## config.mk

```make
export PLATFORM = sky130hd
export DESIGN_NAME = morra_cinese_param
export DESIGN_NICKNAME = d
export VERILOG_FILES = /design/src/rtl/morra_cinese_param.sv
export SDC_FILE = /design/constraint.sdc
export NUM_CORES = 1
export LEC_CHECK = 0
export BUFFER_PORTS_ARGS = -buffer_cell sky130_fd_sc_hd__buf_4
export CAP_MARGIN = 20
export CORE_ASPECT_RATIO = 0.75
export CORE_MARGIN = 2
export CORE_UTILIZATION = 54
export CTS_BUF_LIST = sky130_fd_sc_hd__clkbuf_4
export DETAILED_ROUTE_END_ITERATION = 8
export GPL_TIMING_DRIVEN = 1
export PLACE_DENSITY = 0.76
export SLEW_MARGIN = 10
export SYNTH_ARGS = -nofsm -noshare
export SYNTH_HDL_FRONTEND = slang
export SYNTH_SLANG_ARGS = --single-unit
```

## constraint.sdc

```tcl
create_clock -name clk -period 7.7 [get_ports clk]
set_clock_uncertainty 0.15 [all_clocks]
set_input_delay 0.385 -clock clk [delete_from_list [all_inputs] [get_ports clk]]
set_output_delay 0.385 -clock clk [all_outputs]
set_load 0.05 [all_outputs]
```

## src/rtl/morra_cinese_param.sv

```systemverilog
// morra_cinese_param: referee for a two-player rock-paper-scissors match.
// Every output is registered and changes one edge after its inputs are sampled.
// The match can end early on a score lead, or it ends when a configured manche count is reached.
//
// Parameters:
//   CNT_W       width of the score/manche counters (must hold MIN_MANCHE+15)
//   MIN_MANCHE  minimum valid manches before a lead can end the match; base of max
//   LEAD        score advantage that ends the match
//
// Ports:
//   clk      system clock, rising edge
//   rst      synchronous active-high reset
//   INIZIO   start/restart; loads max = MIN_MANCHE + {PRIMO,SECONDO}
//   PRIMO    player 1 move (00 none, 01 sasso, 10 carta, 11 forbice)
//   SECONDO  player 2 move, same encoding
//   MANCHE   last manche result (00 invalid/none, 01 P1, 10 P2, 11 draw)
//   PARTITA  match result (00 ongoing/none, 01 P1, 10 P2, 11 draw)
//   PUNTI1   manches won by P1
//   PUNTI2   manches won by P2
//   GIOCATE  valid manches played
//
// Optional feature (macro MORRA_MOVE_LOCK_EN): the winner of the last decisive
// manche may not repeat the winning move in the next manche. If that player repeats it,
// the manche is invalid.

module morra_cinese_param #(
    parameter int unsigned CNT_W      = 5,
    parameter int unsigned MIN_MANCHE = 4,
    parameter int unsigned LEAD       = 2
) (
    input  logic             clk,
    input  logic             rst,
    input  logic             INIZIO,
    input  logic [1:0]       PRIMO,
    input  logic [1:0]       SECONDO,
    output logic [1:0]       MANCHE,
    output logic [1:0]       PARTITA,
    output logic [CNT_W-1:0] PUNTI1,
    output logic [CNT_W-1:0] PUNTI2,
    output logic [CNT_W-1:0] GIOCATE
);

    typedef enum logic [1:0] {StIdle, StPlay, StEnd} state_e;

    state_e           state_q;
    logic [CNT_W-1:0] max_q;

    logic             p1_win, p2_win, moves_ok, locked, valid;
    logic             lead_end, max_end;
    logic [CNT_W-1:0] g_upd, p1_upd, p2_upd, diff;
    logic [1:0]       manche_res, partita_res;

`ifdef MORRA_MOVE_LOCK_EN
    logic       lock_vld_q;
    logic       lock_p2_q;    // 0: P1 holds the lock, 1: P2
    logic [1:0] lock_move_q;

    assign locked = lock_vld_q &&
                    (lock_p2_q ? (SECONDO == lock_move_q) : (PRIMO == lock_move_q));
`else
    assign locked = 1'b0;
`endif

    always_comb begin
        p1_win = (PRIMO == 2'b01 && SECONDO == 2'b11) ||
                 (PRIMO == 2'b11 && SECONDO == 2'b10) ||
                 (PRIMO == 2'b10 && SECONDO == 2'b01);
        p2_win = (SECONDO == 2'b01 && PRIMO == 2'b11) ||
                 (SECONDO == 2'b11 && PRIMO == 2'b10) ||
                 (SECONDO == 2'b10 && PRIMO == 2'b01);
        moves_ok = (PRIMO != 2'b00) && (SECONDO != 2'b00);
        valid    = moves_ok && !locked;

        // The end check uses the counts as they will be after this edge.
        g_upd  = GIOCATE + CNT_W'(valid);
        p1_upd = PUNTI1 + CNT_W'(valid && p1_win);
        p2_upd = PUNTI2 + CNT_W'(valid && p2_win);
        diff   = (p1_upd >= p2_upd) ? (p1_upd - p2_upd) : (p2_upd - p1_upd);

        lead_end = (g_upd >= CNT_W'(MIN_MANCHE)) && (diff >= CNT_W'(LEAD));
        max_end  = (g_upd == max_q);

        if (!valid)      manche_res = 2'b00;
        else if (p1_win) manche_res = 2'b01;
        else if (p2_win) manche_res = 2'b10;
        else             manche_res = 2'b11;

        if (p1_upd > p2_upd)      partita_res = 2'b01;
        else if (p2_upd > p1_upd) partita_res = 2'b10;
        else                      partita_res = 2'b11;
    end

    always_ff @(posedge clk) begin
        if (rst) begin
            state_q <= StIdle;
            max_q   <= '0;
            MANCHE  <= 2'b00;
            PARTITA <= 2'b00;
            PUNTI1  <= '0;
            PUNTI2  <= '0;
            GIOCATE <= '0;
`ifdef MORRA_MOVE_LOCK_EN
            lock_vld_q  <= 1'b0;
            lock_p2_q   <= 1'b0;
            lock_move_q <= 2'b00;
`endif
        end else if (INIZIO) begin
            state_q <= StPlay;
            max_q   <= CNT_W'(MIN_MANCHE) + CNT_W'({PRIMO, SECONDO});
            MANCHE  <= 2'b00;
            PARTITA <= 2'b00;
            PUNTI1  <= '0;
            PUNTI2  <= '0;
            GIOCATE <= '0;
`ifdef MORRA_MOVE_LOCK_EN
            lock_vld_q <= 1'b0;
`endif
        end else begin
            case (state_q)
                StIdle: begin
                    MANCHE  <= 2'b00;
                    PARTITA <= 2'b00;
                    PUNTI1  <= '0;
                    PUNTI2  <= '0;
                    GIOCATE <= '0;
                end
                StPlay: begin
                    MANCHE  <= manche_res;
                    GIOCATE <= g_upd;
                    PUNTI1  <= p1_upd;
                    PUNTI2  <= p2_upd;
`ifdef MORRA_MOVE_LOCK_EN
                    if (valid) begin
                        lock_vld_q  <= p1_win || p2_win;
                        lock_p2_q   <= p2_win;
                        lock_move_q <= p2_win ? SECONDO : PRIMO;
                    end
`endif
                    if (lead_end) begin
                        PARTITA <= (p1_upd > p2_upd) ? 2'b01 : 2'b10;
                        state_q <= StEnd;
                    end else if (max_end) begin
                        PARTITA <= partita_res;
                        state_q <= StEnd;
                    end else begin
                        PARTITA <= 2'b00;
                    end
                end
                StEnd: begin
                    // Result and scores hold; moves are ignored.
                    MANCHE <= 2'b00;
                end
                default: state_q <= StIdle;
            endcase
        end
    end

endmodule
```

==> flow_metrics.env, run 1 <==
export IMPL_register_area_um2=520
export IMPL_holdBufCountCts=0
export IMPL_setup_viol=0
export IMPL_cts_root_buffer="clkbuf_4"
export IMPL_drive_above_1_share_pct=16.2
export IMPL_antenna_found_initial=0
export IMPL_first_global_vias=1299
export IMPL_timing_rr_start="PUNTI2[0]$_SDFFE_PP0P_"
export IMPL_synth_avg_cell_area_um2=8.62
export IMPL_drt_iter0_markers=87
export IMPL_p_leak_nw=0.873
export IMPL_numCtsBuffers=3
export IMPL_maxSlewViolCount=0
export IMPL_end_kind="flop"
export IMPL_crit_end="PARTITA[0]$_SDFFE_PP0P_"
export IMPL_worstSkewPairLatency_ns=0.32
export IMPL_ys_types=41
export IMPL_die_h_um=54.1
export IMPL_io_buffers=25
export IMPL_numClockSinks=26
export IMPL_multi_input_area_um2=1200
export IMPL_utilization_pct=62.9
export IMPL_grt_ovfl_total=0
export IMPL_place_ws_ns=3.83
export IMPL_hold_start="PRIMO[0]"
export IMPL_antenna_cells=0
export IMPL_max_freq_mhz=281
export IMPL_power_mw=0.258
export IMPL_status="complete, no violations"
export IMPL_post_route_min_period_ns=3.56
export IMPL_place_congestion=0.945
export IMPL_yosysSeqAreaShare_pct=28.8
export IMPL_ys_seq_elements=26
export IMPL_grt_pass1_wl_mm=6.22
export IMPL_place_inst=265
export IMPL_holdWs_ns=0.108
export IMPL_die_w_um=70.8
export IMPL_synth_nets=237
export IMPL_syn_to_final_growth_pct=12.7
export IMPL_cts_tree="yes"
export IMPL_vias=1522
export IMPL_fillers=301
export IMPL_crit_start="PRIMO[0]"
export IMPL_p_per_area_nw_per_um2=126
export IMPL_worstRegToRegCells=11
export IMPL_drv_cap=0
export IMPL_grt_max_degree=27
export IMPL_yosys_top_cells_area="dfxtp_1, ha_1, xnor2_1, nor2_1, a22oi_1"
export IMPL_cp_required_ns=7.78
export IMPL_synth_largest_area_cell="dfxtp_1"
export IMPL_relSlewSlack_pct=38.0
export IMPL_hpwl_mm=2.93
export IMPL_setup_ws_ns=4.14
export IMPL_critical_path_class="primary input to flop"
export IMPL_clk_path_buf_depth=2
export IMPL_clk_pin_slew_ns=0.14
export IMPL_hold_viol_final=0
export IMPL_final_cell_count_no_fill=269
export IMPL_ios=26
export IMPL_yosys_warnings=0
export IMPL_r2r_slack_ns=4.55
export IMPL_start_util_pct=55.8
export IMPL_grt_usage_pct=21.3
export IMPL_r2r_end="PARTITA[0]$_SDFFE_PP0P_"
export IMPL_rsz0062_at_grt="no"
export IMPL_stdcell_area_um2=2040
export IMPL_avgRoutedWirePerCell_um=14.5
export IMPL_netlist_area_leader_share_pct=28.8
export IMPL_setup_tns_ns=0
export IMPL_netlist_instances=210
export IMPL_viasPerCell=5.66
export IMPL_min_path_type="primary input to flop"
export IMPL_cp_max_fo=4
export IMPL_num_rows=18
export IMPL_drc=0
export IMPL_irDropWorstVdd_uv=124
export IMPL_ant_nets=0
export IMPL_post_cts_resized=0
export IMPL_die_area_um2=3830
export IMPL_fin_crit_sh_pct=46.3
export IMPL_core_area_um2=3240
export IMPL_htree_levels=1
export IMPL_post_cts_setup_buffers=0
export IMPL_start_kind="primary input"
export IMPL_drt_wl_total_mm=3.91
export IMPL_drt_pass1_iterations=4
export IMPL_worstPathArrival_ns=3.64
export IMPL_final_nets=258
export IMPL_placed_cell_area_um2=2010
export IMPL_tightest_slew_ns=0.928
export IMPL_synthesis_area_um2=1810
## flip-flops by register name, indices dropped and copies added, names as in the netlist
register  count
PARTITA       2
state_q       2
PUNTI1        5
MANCHE        2
PUNTI2        5
GIOCATE       5
max_q         5
## cells in the final DEF, fill, tap and decap left out, types with 2 or more instances in the layout
master	n
nor3_1	2
o21ai_0	4
inv_1	13
nand2b_1	3
nand2_1	7
dfxtp_1	26
mux2i_1	5
nand3b_1	2
a211oi_1	3
nand3_1	9
buf_4	26
maj3_1	3
xnor2_1	16
fa_1	2
a22oi_1	13
nor2b_1	4
o31ai_2	2
xor2_1	6
a21oi_1	13
nor2_1	29
clkbuf_4	3
ha_1	18
## where the power goes
group	switching, mW	total (mW)	internal, mW	leakage (nW)
registers	0.00374	0.142	0.138	0.211
logic	0.0326	0.0570	0.0244	0.649
clock network	0.0406	0.0589	0.0183	0.0138
## Yosys cell counts
| cell | n |
|---|---|
| nor2_1 | 29 |
| dfxtp_1 | 26 |
| ha_1 | 18 |
| xnor2_1 | 16 |
| a21oi_1 | 13 |
| a22oi_1 | 13 |
| inv_1 | 13 |
| clkbuf_1 | 10 |
| nand3_1 | 9 |
| nand2_1 | 7 |
| xor2_1 | 6 |
| mux2i_1 | 5 |
| nor2b_1 | 4 |
| o21ai_0 | 4 |
| a211oi_1 | 3 |
| maj3_1 | 3 |
| nand2b_1 | 3 |
| fa_1 | 2 |
| nand3b_1 | 2 |
| nor3_1 | 2 |
| o31ai_2 | 2 |
| a21o_1 | 1 |
| a31o_1 | 1 |
| a31oi_1 | 1 |
| a32o_1 | 1 |
| and2_1 | 1 |
| and4_1 | 1 |
| mux2i_2 | 1 |
| nor3b_1 | 1 |
| nor4_1 | 1 |
| o211a_1 | 1 |
| o21ai_2 | 1 |
| o311a_1 | 1 |
| o31a_1 | 1 |
| o31ai_1 | 1 |
| o32ai_1 | 1 |
| o41ai_1 | 1 |
| or2_2 | 1 |
| or3b_2 | 1 |
| xnor2_2 | 1 |
| xor2_2 | 1 |
## layer usage
layer / track usage, % / wire (um) / share of wire [%]
met5: 0 / 0 / 0
met4: 4.72 / 27 / 0.69
met3: 4.68 / 260 / 6.7
met2: 32.4 / 1720 / 44
met1: 31.2 / 1900 / 49
## worst max-delay path, stage by stage
cell     delay [ns]
buf_4          0.10
inv_1          0.06
ha_1           0.23
nor2_1         0.18
nor2_1         0.07
nand2_1        0.06
a21oi_1        0.06
ha_1           0.20
ha_1           0.37
inv_1          0.10
fa_1           0.42
inv_1          0.08
a21oi_1        0.07
maj3_1         0.37
xnor2_1        0.16
o31ai_2        0.28
mux2i_2        0.14
o32ai_1        0.31
## cells by family (layout without fill, tap and decap cells)
group | count (synthesis) | in the layout | synth area share [%]
simple gates | 62 | 62 | 16.2
fa+ha+maj | 23 | 23 | 16.3
buf+inv | 23 | 42 | 4.77
flops | 26 | 26 | 28.8
compound gates | 46 | 46 | 18.0
xor+xnor | 24 | 24 | 12.4
mux | 6 | 6 | 3.53
## area by class of cell
class | instances | share of cell area (%)
Timing Repair Buffer | 26 | 9.57
Clock buffer | 3 | 1.10
Tap cell | 40 | 2.45
Multi-Input combinational cell | 161 | 59.0
Inverter | 13 | 2.39
Sequential cell | 26 | 25.5
## worst min-delay path by stage
stage                                        end  slack (ns)  cells past startpoint
final                      max_q[2]$_SDFFE_PP0P_        0.11                      2
after global routing       max_q[2]$_SDFFE_PP0P_         0.1                      2
after CTS                  max_q[2]$_SDFFE_PP0P_         0.1                      2
after detailed placement   max_q[2]$_SDFFE_PP0P_        0.34                      2
after global placement    MANCHE[0]$_SDFFE_PP0P_        0.34                      2
after floorplan           MANCHE[0]$_SDFFE_PP0P_        0.32                      2
Note: power is estimated with default switching activity, not from simulation.
==> run 2: changes to the inputs <==
ABC_AREA = 1   (was unset)
PLACE_DENSITY = 0.78   (was 0.76)
clock period = 3 ns   (was 7.7 ns; I/O delays follow)
==> run 2 against run 1 <==
Compared with the run above:
- highest routed layer unchanged
- die area is 7.1% higher
- setup slack worse by 3.9 ns
- sequential cell count stayed put
- area after synthesis is 7.6% higher
- routed wire length is 17% higher
==> flow_metrics.env, run 2 <==
export IMPL_status="complete, no violations"
export IMPL_ys_types=25
export IMPL_relSlewSlack_pct=47.6
export IMPL_final_cell_count_no_fill=374
export IMPL_yosys_top_cells_area="dfxtp_1, nand2_1, ha_1, inv_1, a21oi_1"
export IMPL_p_sw_share_pct=28.6
export IMPL_grtUsageMet3_pct=4.17
export IMPL_antenna_found_initial=0
export IMPL_drt_iter0_markers=100
export IMPL_met2_usage_pct=34.9
export IMPL_place_congestion=0.926
export IMPL_numClockSinks=26
export IMPL_min_path_type="primary input to flop"
export IMPL_drc=0
export IMPL_vias=1935
export IMPL_synth_edff_count=0
export IMPL_tightest_slew_ns=0.785
export IMPL_max_freq_mhz=359
export IMPL_p_per_area_nw_per_um2=262
export IMPL_pwr_share_comb_pct=20.1
export IMPL_grt_usage_pct=23.2
export IMPL_worstPathArrival_ns=2.91
export IMPL_busiest_layer="met2"
export IMPL_yosysMostFrequentCell="nand2_1"
export IMPL_netlist_area_leader_share_pct=26.7
export IMPL_die_w_um=73.3
export IMPL_layout_commonest_cell="nand2_1"
export IMPL_antenna_cells=0
export IMPL_final_cell_mix="nand2_1, buf_4, inv_1"
export IMPL_p_clk_share_pct=22.9
export IMPL_cts_root_buffer="clkbuf_4"
export IMPL_ant_nets=0
export IMPL_die_h_um=56
export IMPL_power_frac_seq_pct=57.0
export IMPL_async_flop_share_pct=0
export IMPL_yosys_most_used_dff="dfxtp_1"
export IMPL_drv_cap=0
export IMPL_avgRoutedWirePerCell_um=12.3
export IMPL_grt_pass1_wl_mm=7.62
export IMPL_grt_ovfl_total=0
export IMPL_grt_max_degree=22
export IMPL_multi_input_area_um2=1300
export IMPL_place_inst=366
export IMPL_register_area_um2=520
export IMPL_numCtsBuffers=3
export IMPL_clk_pin_slew_ns=0.14
export IMPL_drt_pass1_iterations=4
export IMPL_synth_avg_cell_area_um2=6.71
export IMPL_fin_crit_sh_pct=92.9
export IMPL_synth_largest_area_cell="dfxtp_1"
export IMPL_die_area_um2=4110
export IMPL_post_route_min_period_ns=2.79
export IMPL_worstSkewPairLatency_ns=0.32
export IMPL_final_nets=363
export IMPL_hpwl_mm=3.59
export IMPL_htree_levels=1
export IMPL_met1_usage_pct=34.7
export IMPL_internal_power_mw=0.449
export IMPL_yosys_warnings=0
export IMPL_end_kind="flop"
export IMPL_hold_viol_final=0
export IMPL_critical_path_class="primary input to flop"
export IMPL_drive_above_1_share_pct=23.7
export IMPL_drt_wl_total_mm=4.59
export IMPL_synthesis_area_um2=1950
export IMPL_setup_viol=0
export IMPL_synth_nets=317
export IMPL_fillers=288
export IMPL_first_global_vias=1748
export IMPL_clk_path_buf_depth=2
export IMPL_yosysSeqAreaShare_pct=26.7
export IMPL_viasPerCell=5.17
export IMPL_core_area_um2=3380
export IMPL_netlist_instances=290
export IMPL_ys_seq_elements=26
export IMPL_cts_tree="yes"
export IMPL_syn_to_final_growth_pct=23.6
export IMPL_num_rows=18
export IMPL_start_kind="primary input"
export IMPL_start_util_pct=57.6
export IMPL_power_mw=0.629
export IMPL_ios=26
export IMPL_p_leak_nw=1.16
export IMPL_io_buffers=25
export IMPL_irDropWorstVdd_uv=257
export IMPL_maxSlewViolCount=0
export IMPL_netSwitchingPower_mw=0.180
export IMPL_cp_required_ns=3.12
export IMPL_cp_max_fo=5
export IMPL_synth_commonest_cells="nand2_1, inv_1, dfxtp_1, a21oi_1, nand3_1"
==> run 2: cell types whose count changed after synthesis, moves of 5 or more <==
cell / delta
a21oi_1: +12
a22oi_1: -13
inv_1: +26
mux2i_1: -5
nand2_1: +79
nand3_1: +15
nand4_1: +6
nor2_1: -11
xnor2_1: -16
==> run 2: critical path, stage by stage <==
cell	delay (ns)
buf_4	0.13
ha_1	0.23
nand3_1	0.10
nand3_1	0.10
nand2_1	0.07
inv_1	0.05
ha_1	0.20
ha_2	0.19
nand2_2	0.07
nor2_1	0.05
or2_2	0.26
nand2_1	0.07
inv_1	0.08
ha_4	0.28
inv_2	0.06
o21bai_1	0.13
inv_1	0.08
nand3_2	0.10
nor2_2	0.04
nand2_2	0.07
nand3_2	0.09
nand2_2	0.07
nand3_1	0.08
a21oi_2	0.17
==> run 2: logic make-up after synthesis <==
kind of cell	after synthesis	synth area share [%]
compound gates	38	11.2
flops	26	26.7
fa+ha+maj	20	13.6
xor+xnor	4	1.80
simple gates	157	37.9
buf+inv	45	8.68
==> run 2: path summary, 6_finish.rpt <==
path,startpoint,to,slack [ns],cells past startpoint
max reg2reg,PUNTI1[0]$_SDFFE_PP0P_,PARTITA[1]$_SDFFE_PP0P_,0.36,18
min reg2reg,PARTITA[0]$_SDFFE_PP0P_,PARTITA[0]$_SDFFE_PP0P_,0.31,2
max,PRIMO[0],PARTITA[1]$_SDFFE_PP0P_,0.21,24
min,SECONDO[0],max_q[0]$_SDFFE_PP0P_,0.11,3
==> run 2: stage by stage <==
step	worst slack (ns)	hold slack [ns]	cell area (um^2)	setup TNS, ns	utilization, %
2_1_floorplan	0.0110	0.0691	1950	0	-
3_3_place_gp	-0.227	0.215	2290	-0.842	67.8
3_5_place_dp	-0.280	0.224	2290	-1.03	67.8
4_1_cts	0.0748	0.0492	2350	0	69.6
5_1_grt	-0.00840	0.102	2410	-0.00840	71.2
6_report	0.212	0.105	2410	0	71.2
==> run 2: repair_timing <==
item,CTS,global route
setup endpoints to repair,0,4
hold endpoints to repair,6,0
buffers inserted,0,1
resized for setup,0,10
hold buffers,4,0
==> run 2: power by group through the flow <==
stage / Clock [mW] / Combinational [mW] / Sequential (mW)
floorplan: 0 / 0.0772 / 0.371
global placement: 0 / 0.117 / 0.366
detailed placement: 0 / 0.119 / 0.367
CTS: 0.157 / 0.124 / 0.359
global route: 0.170 / 0.142 / 0.360
finish: 0.144 / 0.126 / 0.359
==> run 2: layer usage <==
metal / share of wire (%) / routed length [um]
met4: 0.70 / 32
met1: 48 / 2200
met2: 44 / 2000
met3: 7.7 / 351
met5: 0 / 0
==> run 2: final cells by class <==
type / instances / share of cell area, %
inverters: 39 / 6.08
repair buffers: 47 / 15.1
flip-flops and latches: 26 / 21.6
clock buffers: 3 / 0.936
multi-input cells: 219 / 54.2
well taps: 40 / 2.08
